==> src/rtl/aes_pkg.sv <==
// Shared AES datapath types: block size and the packed 16-byte block type.
package aes_pkg;
  localparam int unsigned BLOCK_BYTES = 16;
  typedef logic [BLOCK_BYTES-1:0][7:0] block_t;
endpackage

==> src/rtl/block_hold_reg.sv <==
// One-entry block register with full flag; load wins over unload in the same cycle.
module block_hold_reg
  import aes_pkg::*;
#(
  parameter int unsigned NUM_BYTES = BLOCK_BYTES
) (
  input  logic                      clk_i,
  input  logic                      rst_i,
  input  logic                      load_i,
  input  logic                      unload_i,
  input  logic [NUM_BYTES-1:0][7:0] data_i,
  output logic [NUM_BYTES-1:0][7:0] data_o,
  output logic                      full_o
);

  logic [NUM_BYTES-1:0][7:0] data_d, data_q;
  logic                      full_d, full_q;

  always_comb begin
    data_d = data_q;
    full_d = full_q;
    if (unload_i) full_d = 1'b0;
    if (load_i) begin
      data_d = data_i;
      full_d = 1'b1;
    end
  end

  always_ff @(posedge clk_i or posedge rst_i) begin
    if (rst_i) begin
      data_q <= '0;
      full_q <= 1'b0;
    end else begin
      data_q <= data_d;
      full_q <= full_d;
    end
  end

  assign data_o = data_q;
  assign full_o = full_q;

endmodule

==> src/rtl/split_block.sv <==
// Serializes a multi-byte block into a byte stream, byte [0] first, with one pending block
// slot so consecutive blocks stream without a bubble; optional idle gap between bytes.
module split_block
  import aes_pkg::*;
#(
  parameter int unsigned NUM_BYTES  = BLOCK_BYTES,
  parameter int unsigned GAP_CYCLES = 0
) (
  input  logic                      clk_in,
  input  logic                      rst_in,
  input  logic [NUM_BYTES-1:0][7:0] block_in,
  input  logic                      block_valid_in,
  output logic                      block_ready_out,
  output logic [7:0]                byte_out,
  output logic                      byte_valid_out,
  input  logic                      byte_ready_in,
  output logic                      busy_out,
  output logic                      done_out
);

  localparam int unsigned IdxW = $clog2(NUM_BYTES);
  localparam int unsigned GapW = (GAP_CYCLES > 0) ? $clog2(GAP_CYCLES + 1) : 1;
  localparam logic [IdxW-1:0] LastIdx = IdxW'(NUM_BYTES - 1);
  // Loaded on the xfer edge; the gap state then counts down to zero inclusive.
  localparam logic [GapW-1:0] GapInit = GapW'((GAP_CYCLES > 0) ? GAP_CYCLES - 1 : 0);

  typedef enum logic [1:0] {StIdle, StSend, StGap} state_e;

  state_e                    state_d, state_q;
  logic [IdxW-1:0]           idx_d, idx_q;
  logic [GapW-1:0]           gap_d, gap_q;
  logic [NUM_BYTES-1:0][7:0] active_d, active_q;
  logic                      done_d, done_q;

  logic                      pend_load, pend_unload, pend_full;
  logic [NUM_BYTES-1:0][7:0] pend_data;
  logic                      accept, xfer;

  assign accept = block_valid_in & ~pend_full;
  assign xfer   = (state_q == StSend) & byte_ready_in;

  block_hold_reg #(
    .NUM_BYTES(NUM_BYTES)
  ) u_pending (
    .clk_i   (clk_in),
    .rst_i   (rst_in),
    .load_i  (pend_load),
    .unload_i(pend_unload),
    .data_i  (block_in),
    .data_o  (pend_data),
    .full_o  (pend_full)
  );

  always_comb begin
    state_d     = state_q;
    idx_d       = idx_q;
    gap_d       = gap_q;
    active_d    = active_q;
    done_d      = 1'b0;
    pend_load   = 1'b0;
    pend_unload = 1'b0;
    unique case (state_q)
      StIdle: begin
        if (accept) begin
          active_d = block_in;
          idx_d    = '0;
          state_d  = StSend;
        end
      end
      StSend: begin
        pend_load = accept;
        if (xfer) begin
          if (idx_q != LastIdx) begin
            idx_d = idx_q + IdxW'(1);
            if (GAP_CYCLES > 0) begin
              state_d = StGap;
              gap_d   = GapInit;
            end
          end else begin
            done_d = 1'b1;
            idx_d  = '0;
            // Pending block has priority; otherwise a same-cycle accept bypasses pending.
            if (pend_full) begin
              active_d    = pend_data;
              pend_unload = 1'b1;
            end else if (accept) begin
              active_d  = block_in;
              pend_load = 1'b0;
            end else begin
              state_d = StIdle;
            end
            if ((pend_full || accept) && (GAP_CYCLES > 0)) begin
              state_d = StGap;
              gap_d   = GapInit;
            end
          end
        end
      end
      StGap: begin
        pend_load = accept;
        if (gap_q == '0) begin
          state_d = StSend;
        end else begin
          gap_d = gap_q - GapW'(1);
        end
      end
      default: state_d = StIdle;
    endcase
  end

  always_ff @(posedge clk_in or posedge rst_in) begin
    if (rst_in) begin
      state_q  <= StIdle;
      idx_q    <= '0;
      gap_q    <= '0;
      active_q <= '0;
      done_q   <= 1'b0;
    end else begin
      state_q  <= state_d;
      idx_q    <= idx_d;
      gap_q    <= gap_d;
      active_q <= active_d;
      done_q   <= done_d;
    end
  end

  always_comb begin
    byte_valid_out  = (state_q == StSend);
    byte_out        = byte_valid_out ? active_q[idx_q] : 8'h00;
    busy_out        = (state_q != StIdle) | pend_full;
    done_out        = done_q;
    block_ready_out = ~pend_full;
  end

endmodule

==> config.mk <==
export PLATFORM = sky130hd
export DESIGN_NAME = split_block
export DESIGN_NICKNAME = d
export VERILOG_FILES = /design/src/rtl/aes_pkg.sv /design/src/rtl/block_hold_reg.sv /design/src/rtl/split_block.sv
export SDC_FILE = /design/constraint.sdc
export NUM_CORES = 1
export LEC_CHECK = 0
export CAP_MARGIN = 25
export CORE_UTILIZATION = 50
export DETAILED_ROUTE_END_ITERATION = 12
export PLACE_DENSITY = 0.77
export SLEW_MARGIN = 20
export SYNTH_ARGS = -nofsm -noshare
export SYNTH_HDL_FRONTEND = slang
export SYNTH_HIERARCHICAL = 1
export SYNTH_SLANG_ARGS = --single-unit
==> constraint.sdc <==
create_clock -name clk_in -period 4.5 [get_ports clk_in]
set_clock_uncertainty 0.1 [all_clocks]
set_input_delay 0.9 -clock clk_in [delete_from_list [all_inputs] [get_ports clk_in]]
set_output_delay 0.9 -clock clk_in [all_outputs]
set_load 0.02 [all_outputs]
==> out/metrics.cfg, run 1 <==
[sta]
fin_crit_ns=4.01
setup_total_negative_slack_ns=0
timing.final.setup_violations=0
final_max_slew_viol_count=0
final-hold-violation-count=0
setup_slack_ns=0.488
fin_crit_sh_pct=89.2
clock.fmax_mhz=249
worstMarginPinSlew_ns=0.976
rsz0062_at_grt=false
max-slew-margin-rel_pct=34.9

[synthesis]
synth-seq-cells=263
syn-mean-instance-area_um2=11.7
synth_seq_area_share_pct=55.8
syn_inst=1009
post_synthesis_cell_area_mm2=0.0118
yosys_warnings=6
netlist-cell-type-count=33
syn_nets=1142

[setup_path]
rr_worst_depth=6
worst-r2r-setup-slack_ns=1.58
cp_top_family=buffers and inverters
critical-path-top-cell-by-count=o21ai_0
worst_setup_path_start_kind=register
max_fo_critical_path=29
critPathCapture=byte_out[0]
path_buf_inv=2
worst_r2r_startpoint=idx_q[1]$_DFFE_PP0P_
cp.required_ns=3.50
max_stage_delay_ns=0.60
worst_path_max_delay_cell=clkdlybuf4s50_1
cp_num_cells=5
endpoint_kind=output pin
regToRegEndpoint=state_q[0]$_DFFE_PP0P_
timing_worst_setup_path_type=reg -> out
crit_chain=buf_12 > mux4_2 > o21ai_0 > o21ai_0 > clkdlybuf4s50_1
worst_setup_startpoint=idx_q[1]$_DFFE_PP0P_
cp_data_arrival_time_ns=3.01

[floorplanning]
row_count=55
die_wd_um=156
fp.dieArea_mm2=0.0242
floorplan.core_area_mm2=0.0229
die-height_um=156
initial_utilization_pct=51.5
ports_placed_on_the_boundary=144

[routing]
num_vias=8435
number_of_nets_with_antenna_violations_after_routing=0
detail_route.wl_per_cell_um=19.9
drt_first_pass_iters=5
wirelength_mm=28.7
detail_route.iter0.violations=688
drc=0
vias_per_cell=5.83

[finish]
layout-area-overhead-vs-synth_pct=21.2
finish.net_count=1246
final_common_cell=dfrtp_1
multi_input_area_mm2=0.00460
mostFrequentLayoutCells=dfrtp_1, clkdlybuf4s50_1, a21oi_1, nor2_1, mux2_2
num_antenna_cells=0
final-seq-area_mm2=0.00658
nFillCells=1781
final_layout_size_suffix_gt1_share_pct=19.4
fin_util_pct=62.4

[grt]
grt_pass1_wl_mm=45.9
grt_max_degree=92
number_of_global_route_vias_before_repair=8572
antenna_found_initial=0
grt_util_all_layers_pct=24.2
gr-total-overflow=0

[clocking]
tritoncts=yes
cts_hold_buf=0
cts_post_setup_buffers_inserted=0
bufs_on_longest_clock_path=3
cts_buffers=28
cts_root_buf=clkbuf_16
clock_insertion_delay_worst_skew_ns=0.54
cts.sinks=263
cts_max_level=1
cts_resized=0
post_cts_clock_slew_at_the_launch_and_capture_registers_of_the_worst_setup_and_hold_paths_ns=0.06

[pwr]
p_leak_nw=6.02
peakVddDrop_v=0.000395
powerDensity_mw_per_mm2=714

[placement]
place.detailed.hpwl_mm=19.2
place.gp.congestion=0.931
portBuffers=143
detailedPlace.worstSlack_ns=1.08

[run_status]
status=finished, final reports clean

[worst_hold_path]
holdCritPathClass=reg -> reg

[flow_run]
cap_violations=0

layer usage:
metal	track usage [%]	vias to the layer above	routed length [um]
met1	33.8	4243	12600
met4	7.98	0	915
met3	3.39	52	1450
met2	39.1	229	13800
li1	-	3911	-
met5	0	-	0
how the worst min path moves through the flow:
| stage | startpoint | end | depth (start not counted) |
|---|---|---|---|
| 5_1_grt | u_pending/data_o[117]$_DFFE_PP0P_ | u_pending/data_o[117]$_DFFE_PP0P_ | 1 |
| 3_5_place_dp | u_pending/data_o[9]$_DFFE_PP0P_ | u_pending/data_o[9]$_DFFE_PP0P_ | 1 |
| 3_3_place_gp | u_pending/data_o[34]$_DFFE_PP0P_ | u_pending/data_o[34]$_DFFE_PP0P_ | 1 |
| 2_1_floorplan | u_pending/data_o[72]$_DFFE_PP0P_ | u_pending/data_o[72]$_DFFE_PP0P_ | 1 |
| 4_1_cts | u_pending/data_o[92]$_DFFE_PP0P_ | u_pending/data_o[92]$_DFFE_PP0P_ | 1 |
| 6_report | u_pending/data_o[70]$_DFFE_PP0P_ | u_pending/data_o[70]$_DFFE_PP0P_ | 1 |
synthesized netlist by cell type:
master    instances  area, um^2
a22oi_2           1        12.5
buf_8             1        15.0
clkbuf_1         10        37.5
buf_2            34         170
dfrtp_1         263        6580
clkbuf_4          1        7.51
or2_2             1        6.26
a22oi_1          12        90.1
and2_1            2        12.5
nand4_4           1        21.3
nand3_1           2        10.0
buf_1             8        30.0
nand2_1          18        67.6
o21ai_1           3        15.0
mux2i_1          43         430
nand2b_1          3        18.8
nor2b_1           4        25.0
buf_6            30         338
nor3b_1           1        7.51
xor2_1            1        8.76
a21oi_1         131         656
nor2_1          131         492
a221oi_1          8        70.1
o22ai_1         128         801
buf_4             4        30.0
o21ai_0          16        80.1
inv_1             5        18.8
ha_1              1        12.5
and3_1            2        12.5
mux2_2          130        1460
a21o_1            1        7.51
o221ai_1          3        26.3
mux4_2           10         225
through the flow:
stage | hold slack (ns) | std cells | power [mW] | cell area [um^2]
floorplan | 0.381 | 1009 | 6.61 | 11800
global placement | 0.389 | 1395 | 7.57 | 13300
detailed placement | 0.396 | 1395 | 7.74 | 13300
CTS | 0.409 | 1447 | 10.2 | 14300
global route | 0.415 | 1448 | 10.8 | 14300
finish | 0.408 | 1448 | 10.2 | 14300
layout make-up:
class | instances | share of cell area, %
Sequential cell | 263 | 46.0
Multi-Input combinational cell | 653 | 32.2
Clock buffer | 37 | 5.77
Clock inverter | 15 | 1.31
Tap cell | 313 | 2.74
Timing Repair Buffer | 162 | 11.8
Inverter | 5 | 0.175
state kept, by name (all words and copies together), names as in the netlist:
name and cells:
active_q 128, done_out 1, idx_q 4, state_q 1, u_pending/data_o 128, u_pending/full_o 1
report_power, final:
| group | switching (mW) | internal (mW) |
|---|---|---|
| clock network | 0.942 | 1.52 |
| logic | 1.79 | 1.80 |
| registers | 0.665 | 3.49 |
| total | 3.40 | 6.80 |
cells by family after synthesis:
| group | after synthesis | synth area share [%] |
|---|---|---|
| AO/OA/AOI/OAI | 303 | 14.9 |
| XOR/XNOR | 1 | 0.0742 |
| adder cells (fa/ha/maj) | 1 | 0.106 |
| AND/OR/NAND/NOR | 165 | 5.70 |
| multiplexers | 183 | 18.0 |
| flip-flops | 263 | 55.8 |
| buffers and inverters | 93 | 5.48 |
Power figures use the tool's default switching activity.
==> run 2: changes to the inputs <==
--- a/config.mk
+++ b/config.mk
@@ -6,9 +6,9 @@
 export NUM_CORES = 1
 export LEC_CHECK = 0
 export CAP_MARGIN = 25
-export CORE_UTILIZATION = 50
+export CORE_UTILIZATION = 56
 export DETAILED_ROUTE_END_ITERATION = 12
-export PLACE_DENSITY = 0.77
+export PLACE_DENSITY = 0.81
 export SLEW_MARGIN = 20
 export SYNTH_ARGS = -nofsm -noshare
 export SYNTH_HDL_FRONTEND = slang
==> constraint.sdc (replaced) <==
create_clock -name clk_in -period 3.7 [get_ports clk_in]
set_clock_uncertainty 0.1 [all_clocks]
set_input_delay 0.74 -clock clk_in [delete_from_list [all_inputs] [get_ports clk_in]]
set_output_delay 0.74 -clock clk_in [all_outputs]
set_load 0.02 [all_outputs]
==> run 2 against run 1 <==
Net effect:
- first-iteration DRC count fell by 0.87%
- wire length rose by 0.60%
- hold slack barely moved
- total power rose by 19%
- combinational power rose by 21%
- count of clock-buffer cells in the layout rose by 3
- design area fell by 1.2%
- critical path type unchanged
==> out/metrics.cfg, run 2 (synthesis results as in run 1) <==
[finish]
nFillCells=1476
final_common_cell=dfrtp_1
finish.net_count=1246
mostFrequentLayoutCells=dfrtp_1, clkdlybuf4s50_1, a21oi_1, nor2_1, mux2_2
layout.cells.non_filler=1399
layout-area-overhead-vs-synth_pct=19.8
num_antenna_cells=0
final_layout_size_suffix_gt1_share_pct=18.7

[floorplanning]
row_count=52
die-height_um=147
ports_placed_on_the_boundary=144
fp.dieArea_mm2=0.0217
die_wd_um=147
initial_utilization_pct=57.8
floorplan.core_area_mm2=0.0204

[run_status]
status=finished, final reports clean

[grt]
grt_util_all_layers_pct=27.2
gr-total-overflow=0
grt_max_degree=130
antenna_found_initial=0
grt_pass1_wl_mm=46.6
number_of_global_route_vias_before_repair=8724

[sta]
worstMarginPinSlew_ns=0.857
setup_total_negative_slack_ns=0
max-slew-margin-rel_pct=42.9
rsz0062_at_grt=false
clock.fmax_mhz=278
final_max_slew_viol_count=0
fin_crit_ns=3.59
setup_slack_ns=0.109
timing.final.setup_violations=0
fin_crit_sh_pct=97.1
final-hold-violation-count=0

[routing]
detail_route.iter0.violations=682
wirelength_mm=28.9
detail_route.wl_per_cell_um=20.7
vias_per_cell=6.16
num_vias=8613
drt_first_pass_iters=5
drc=0
number_of_nets_with_antenna_violations_after_routing=0

[clocking]
post_cts_clock_slew_at_the_launch_and_capture_registers_of_the_worst_setup_and_hold_paths_ns=0.06
cts.sinks=263
cts_hold_buf=0
cts_max_level=1
clock_insertion_delay_worst_skew_ns=0.52
tritoncts=yes
bufs_on_longest_clock_path=3
cts_buffers=26
cts_post_setup_buffers_inserted=0
cts_root_buf=clkbuf_16

[pwr]
share_seq_of_total_power_pct=41.9
total_switching_power_mw=4.09
p_int_mw=8.06
switching_share_pct=33.7
p_clk_share_pct=22.3
comb_power_share_pct=35.8
p_leak_nw=5.99
design_power_total_mw=12.1
powerDensity_mw_per_mm2=859
peakVddDrop_v=0.000389

[flow_run]
cap_violations=0

[placement]
placedCellCount=1355
place.gp.congestion=0.916
place.detailed.hpwl_mm=19.0
portBuffers=143
detailedPlace.worstSlack_ns=0.633

[setup_path]
timing_worst_setup_path_type=reg -> out
max_fo_critical_path=14
worst_setup_path_start_kind=register
cp.required_ns=2.86
endpoint_kind=output pin
cp_data_arrival_time_ns=2.75

[worst_hold_path]
holdCritPathClass=reg -> reg

run 2: changes by cell type in the layout (fill, tap and decap cells not counted), moves of 3 or more:
cell | before | now
buf_4 | 10 | 13
clkbuf_1 | 1 | 4
clkdlybuf4s50_1 | 143 | 139
clkinv_2 | 7 | 2
dlymetal6s2s_1 | 0 | 4
run 2: worst paths after layout:
check | start | to | slack (ns) | depth (start not counted)
worst max-delay path | idx_q[1]$_DFFE_PP0P_ | byte_out[6] | 0.11 | 7
worst min-delay path | u_pending/data_o[109]$_DFFE_PP0P_ | u_pending/data_o[109]$_DFFE_PP0P_ | 0.41 | 1
worst max register to register | idx_q[0]$_DFFE_PP0P_ | u_pending/data_o[92]$_DFFE_PP0P_ | 1.18 | 7
worst min register to register | u_pending/data_o[109]$_DFFE_PP0P_ | u_pending/data_o[109]$_DFFE_PP0P_ | 0.41 | 1
max in group asynchronous | rst_in | active_q[4]$_DFFE_PP0P_ | 2.18 | 3
min in group asynchronous | rst_in | active_q[124]$_DFFE_PP0P_ | 0.55 | 2
run 2: power by group through the flow:
stage                     registers [mW]  clock network, mW  logic (mW)
final                               5.09               2.71        4.35
after floorplan                     4.78                  0        3.27
after detailed placement            5.10                  0        4.30
after global routing                5.23               2.87        4.73
after CTS                           5.07               2.75        4.35
after global placement              5.04                  0        4.18
run 2: stage by stage:
stage	utilization, %	instance area, um^2	hold slack, ns
after global routing	69.2	14100	0.418
after global placement	64.8	13200	0.389
after detailed placement	64.8	13200	0.395
after floorplan	-	11800	0.381
after CTS	69.1	14100	0.410
final	69.2	14100	0.409
run 2: routing by layer:
metal  track usage (%)  routed length [um]  up-vias  share of wire, %
met5                 0                   0        -                 0
met4              8.76                 818        0               2.8
met3              3.42                1400       50               4.8
met2              44.2               14200      274                49
met1              38.4               12500     4398                43
li1                  -                   -     3891                 -
run 2: critical path, stage by stage (launching register included):
cell             delay, ns
dfrtp_1               0.34
buf_4                 0.24
buf_4                 0.25
mux2i_1               0.10
a221oi_1              0.30
o21ai_1               0.18
o21ai_0               0.16
clkdlybuf4s50_1       0.66
run 2: layout make-up:
class / count / area, um^2 / share of cell area, %
well taps: 270 / 338 / 2.39
multi-input cells: 653 / 4600 / 32.6
clock buffers: 40 / 815 / 5.76
clock inverters: 4 / 70.1 / 0.496
inverters: 5 / 26.3 / 0.186
flip-flops and latches: 263 / 6580 / 46.6
repair buffers: 164 / 1700 / 12.0
run 2: repair_timing:
item | in CTS | in global routing
gates resized for setup | 0 | 4
setup endpoints to repair | 0 | 4
endpoints found under the hold margin | 0 | 0
==> run 3: changes to the inputs <==
==> constraint.sdc (replaced) <==
create_clock -name clk_in -period 3.7 [get_ports clk_in]
set_clock_uncertainty 0.1 [all_clocks]
set_input_delay 0.74 -clock clk_in [delete_from_list [all_inputs] [get_ports clk_in]]
set_output_delay 0.74 -clock clk_in [all_outputs]
set_load 0.1 [all_outputs]
==> run 3 against run 2 <==
Net effect:
- count of clock-buffer cells in the layout down 3
- combinational power up 19%
- sequential cell count unchanged
- critical endpoint is now byte_out[2]
- first-iteration DRC count down 16%
- critical path type unchanged
- clock power up 7%
==> out/metrics.cfg, run 3 (synthesis results as in run 1) <==
[run_status]
status=finished, final reports clean

[routing]
detail_route.iter0.violations=572
number_of_nets_with_antenna_violations_after_routing=0
wirelength_mm=29.4
num_vias=8567
drc=0
drt_first_pass_iters=5
detail_route.wl_per_cell_um=21.0
vias_per_cell=6.12

[sta]
clock.fmax_mhz=279
max-slew-margin-rel_pct=34.8
rsz0062_at_grt=false
timing.final.setup_violations=0
worst_hold_slack_ns=0.409
final_max_slew_viol_count=0
worstMarginPinSlew_ns=0.975
fin_crit_ns=3.59
fin_crit_sh_pct=96.9
final-hold-violation-count=0

[clocking]
tritoncts=yes
post_cts_clock_slew_at_the_launch_and_capture_registers_of_the_worst_setup_and_hold_paths_ns=0.06
cts_post_setup_buffers_inserted=0
cts_root_buf=clkbuf_16
clock_insertion_delay_worst_skew_ns=0.53
cts_max_level=1
cts_buffers=26
bufs_on_longest_clock_path=3
cts.sinks=263

[floorplanning]
floorplan.core_area_mm2=0.0204
fp.dieArea_mm2=0.0217
initial_utilization_pct=57.8
die_wd_um=147
row_count=52
ports_placed_on_the_boundary=144
die-height_um=147

[finish]
num_antenna_cells=0
layout.cell_area.non_filler_mm2=0.0143
fin_util_pct=69.8
final_layout_size_suffix_gt1_share_pct=19.8
final_common_cell=dfrtp_1
layout-area-overhead-vs-synth_pct=20.9
finish.net_count=1244
mostFrequentLayoutCells=dfrtp_1, clkdlybuf4s50_1, a21oi_1, nor2_1, mux2_2

[placement]
place.detailed.hpwl_mm=18.8
place.gp.congestion=0.904
post_dp_cell_area_mm2=0.0133
portBuffers=143

[setup_path]
worst-r2r-setup-slack_ns=1.09
rr_worst_depth=6
worst_r2r_startpoint=idx_q[0]$_DFFE_PP0P_
cp_data_arrival_time_ns=2.75
regToRegEndpoint=u_pending/data_o[103]$_DFFE_PP0P_
endpoint_kind=output pin
worst_setup_path_start_kind=register
cp.required_ns=2.86
timing_worst_setup_path_type=reg -> out
max_fo_critical_path=28

[worst_hold_path]
holdCritStartpoint=u_pending/data_o[76]$_DFFE_PP0P_
holdCritPathClass=reg -> reg
hold_end=u_pending/data_o[76]$_DFFE_PP0P_
hold_depth=1

[pwr]
p_leak_nw=6.02
peakVddDrop_v=0.000458
powerDensity_mw_per_mm2=929
design_power_total_mw=13.3

[grt]
grt_max_degree=130
number_of_global_route_vias_before_repair=8818
grt_util_all_layers_pct=27.7
gr-total-overflow=0
antenna_found_initial=1
grt_pass1_wl_mm=47.1

[flow_run]
cap_violations=0

## run 3: final cells by class
cell class / count / area [um^2]
flip-flops and latches: 263 / 6590
fillers: 1437 / 6160
multi-input cells: 653 / 4600
repair buffers: 162 / 1770
clock buffers: 37 / 773
well taps: 270 / 338
clock inverters: 9 / 170
inverters: 5 / 26.3
## run 3: per-layer routing
metal  track usage, %  wire length [um]  share of wire [%]
met5                0                13              0.044
met4             8.81               862                2.9
met3             4.04              1580                5.3
met2             46.1             14600                 50
met1             37.6             12400                 42
## run 3: timing repair
| action | in CTS | in global routing |
|---|---|---|
| gates resized for setup | 0 | 2 |
| setup endpoints to repair | 0 | 3 |
| hold endpoints to repair | 0 | 0 |
| hold buffers | 0 | 0 |
## run 3: report_power, final
part / total, mW / internal, mW / switching (mW) / leakage, nW
logic: 5.19 / 2.40 / 2.80 / 2.35
clock network: 2.89 / 1.79 / 1.09 / 0.467
registers: 5.17 / 4.24 / 0.928 / 3.21
## run 3: per-stage QoR
step                      instances  worst slack, ns  TNS (ns)
after global placement         1352            0.701         0
final                          1399            0.114         0
after global routing           1399          0.00480         0
after detailed placement       1352            0.683         0
after floorplan                1009           -0.533     -3.20
after CTS                      1398           0.0259         0
## run 3: worst max-delay path by stage
stage                            from                       end  slack, ns  depth (start not counted)
6_report         idx_q[0]$_DFFE_PP0P_               byte_out[2]       0.11                          6
3_5_place_dp     idx_q[1]$_DFFE_PP0P_               byte_out[7]       0.68                          5
3_3_place_gp           block_valid_in  active_q[29]$_DFFE_PP0P_       0.70                          5
2_1_floorplan  state_q[0]$_DFFE_PP0P_               byte_out[0]      -0.53                          3
4_1_cts          idx_q[1]$_DFFE_PP0P_               byte_out[7]       0.03                          5
5_1_grt          idx_q[0]$_DFFE_PP0P_               byte_out[3]      0.005                          5
## run 3: worst max-delay path, cell delays in order, from the launching register on
cell	delay [ns]
dfrtp_2	0.83
buf_12	0.28
mux2i_1	0.14
a22oi_1	0.25
nand2_1	0.07
o21ai_0	0.39
buf_12	0.24
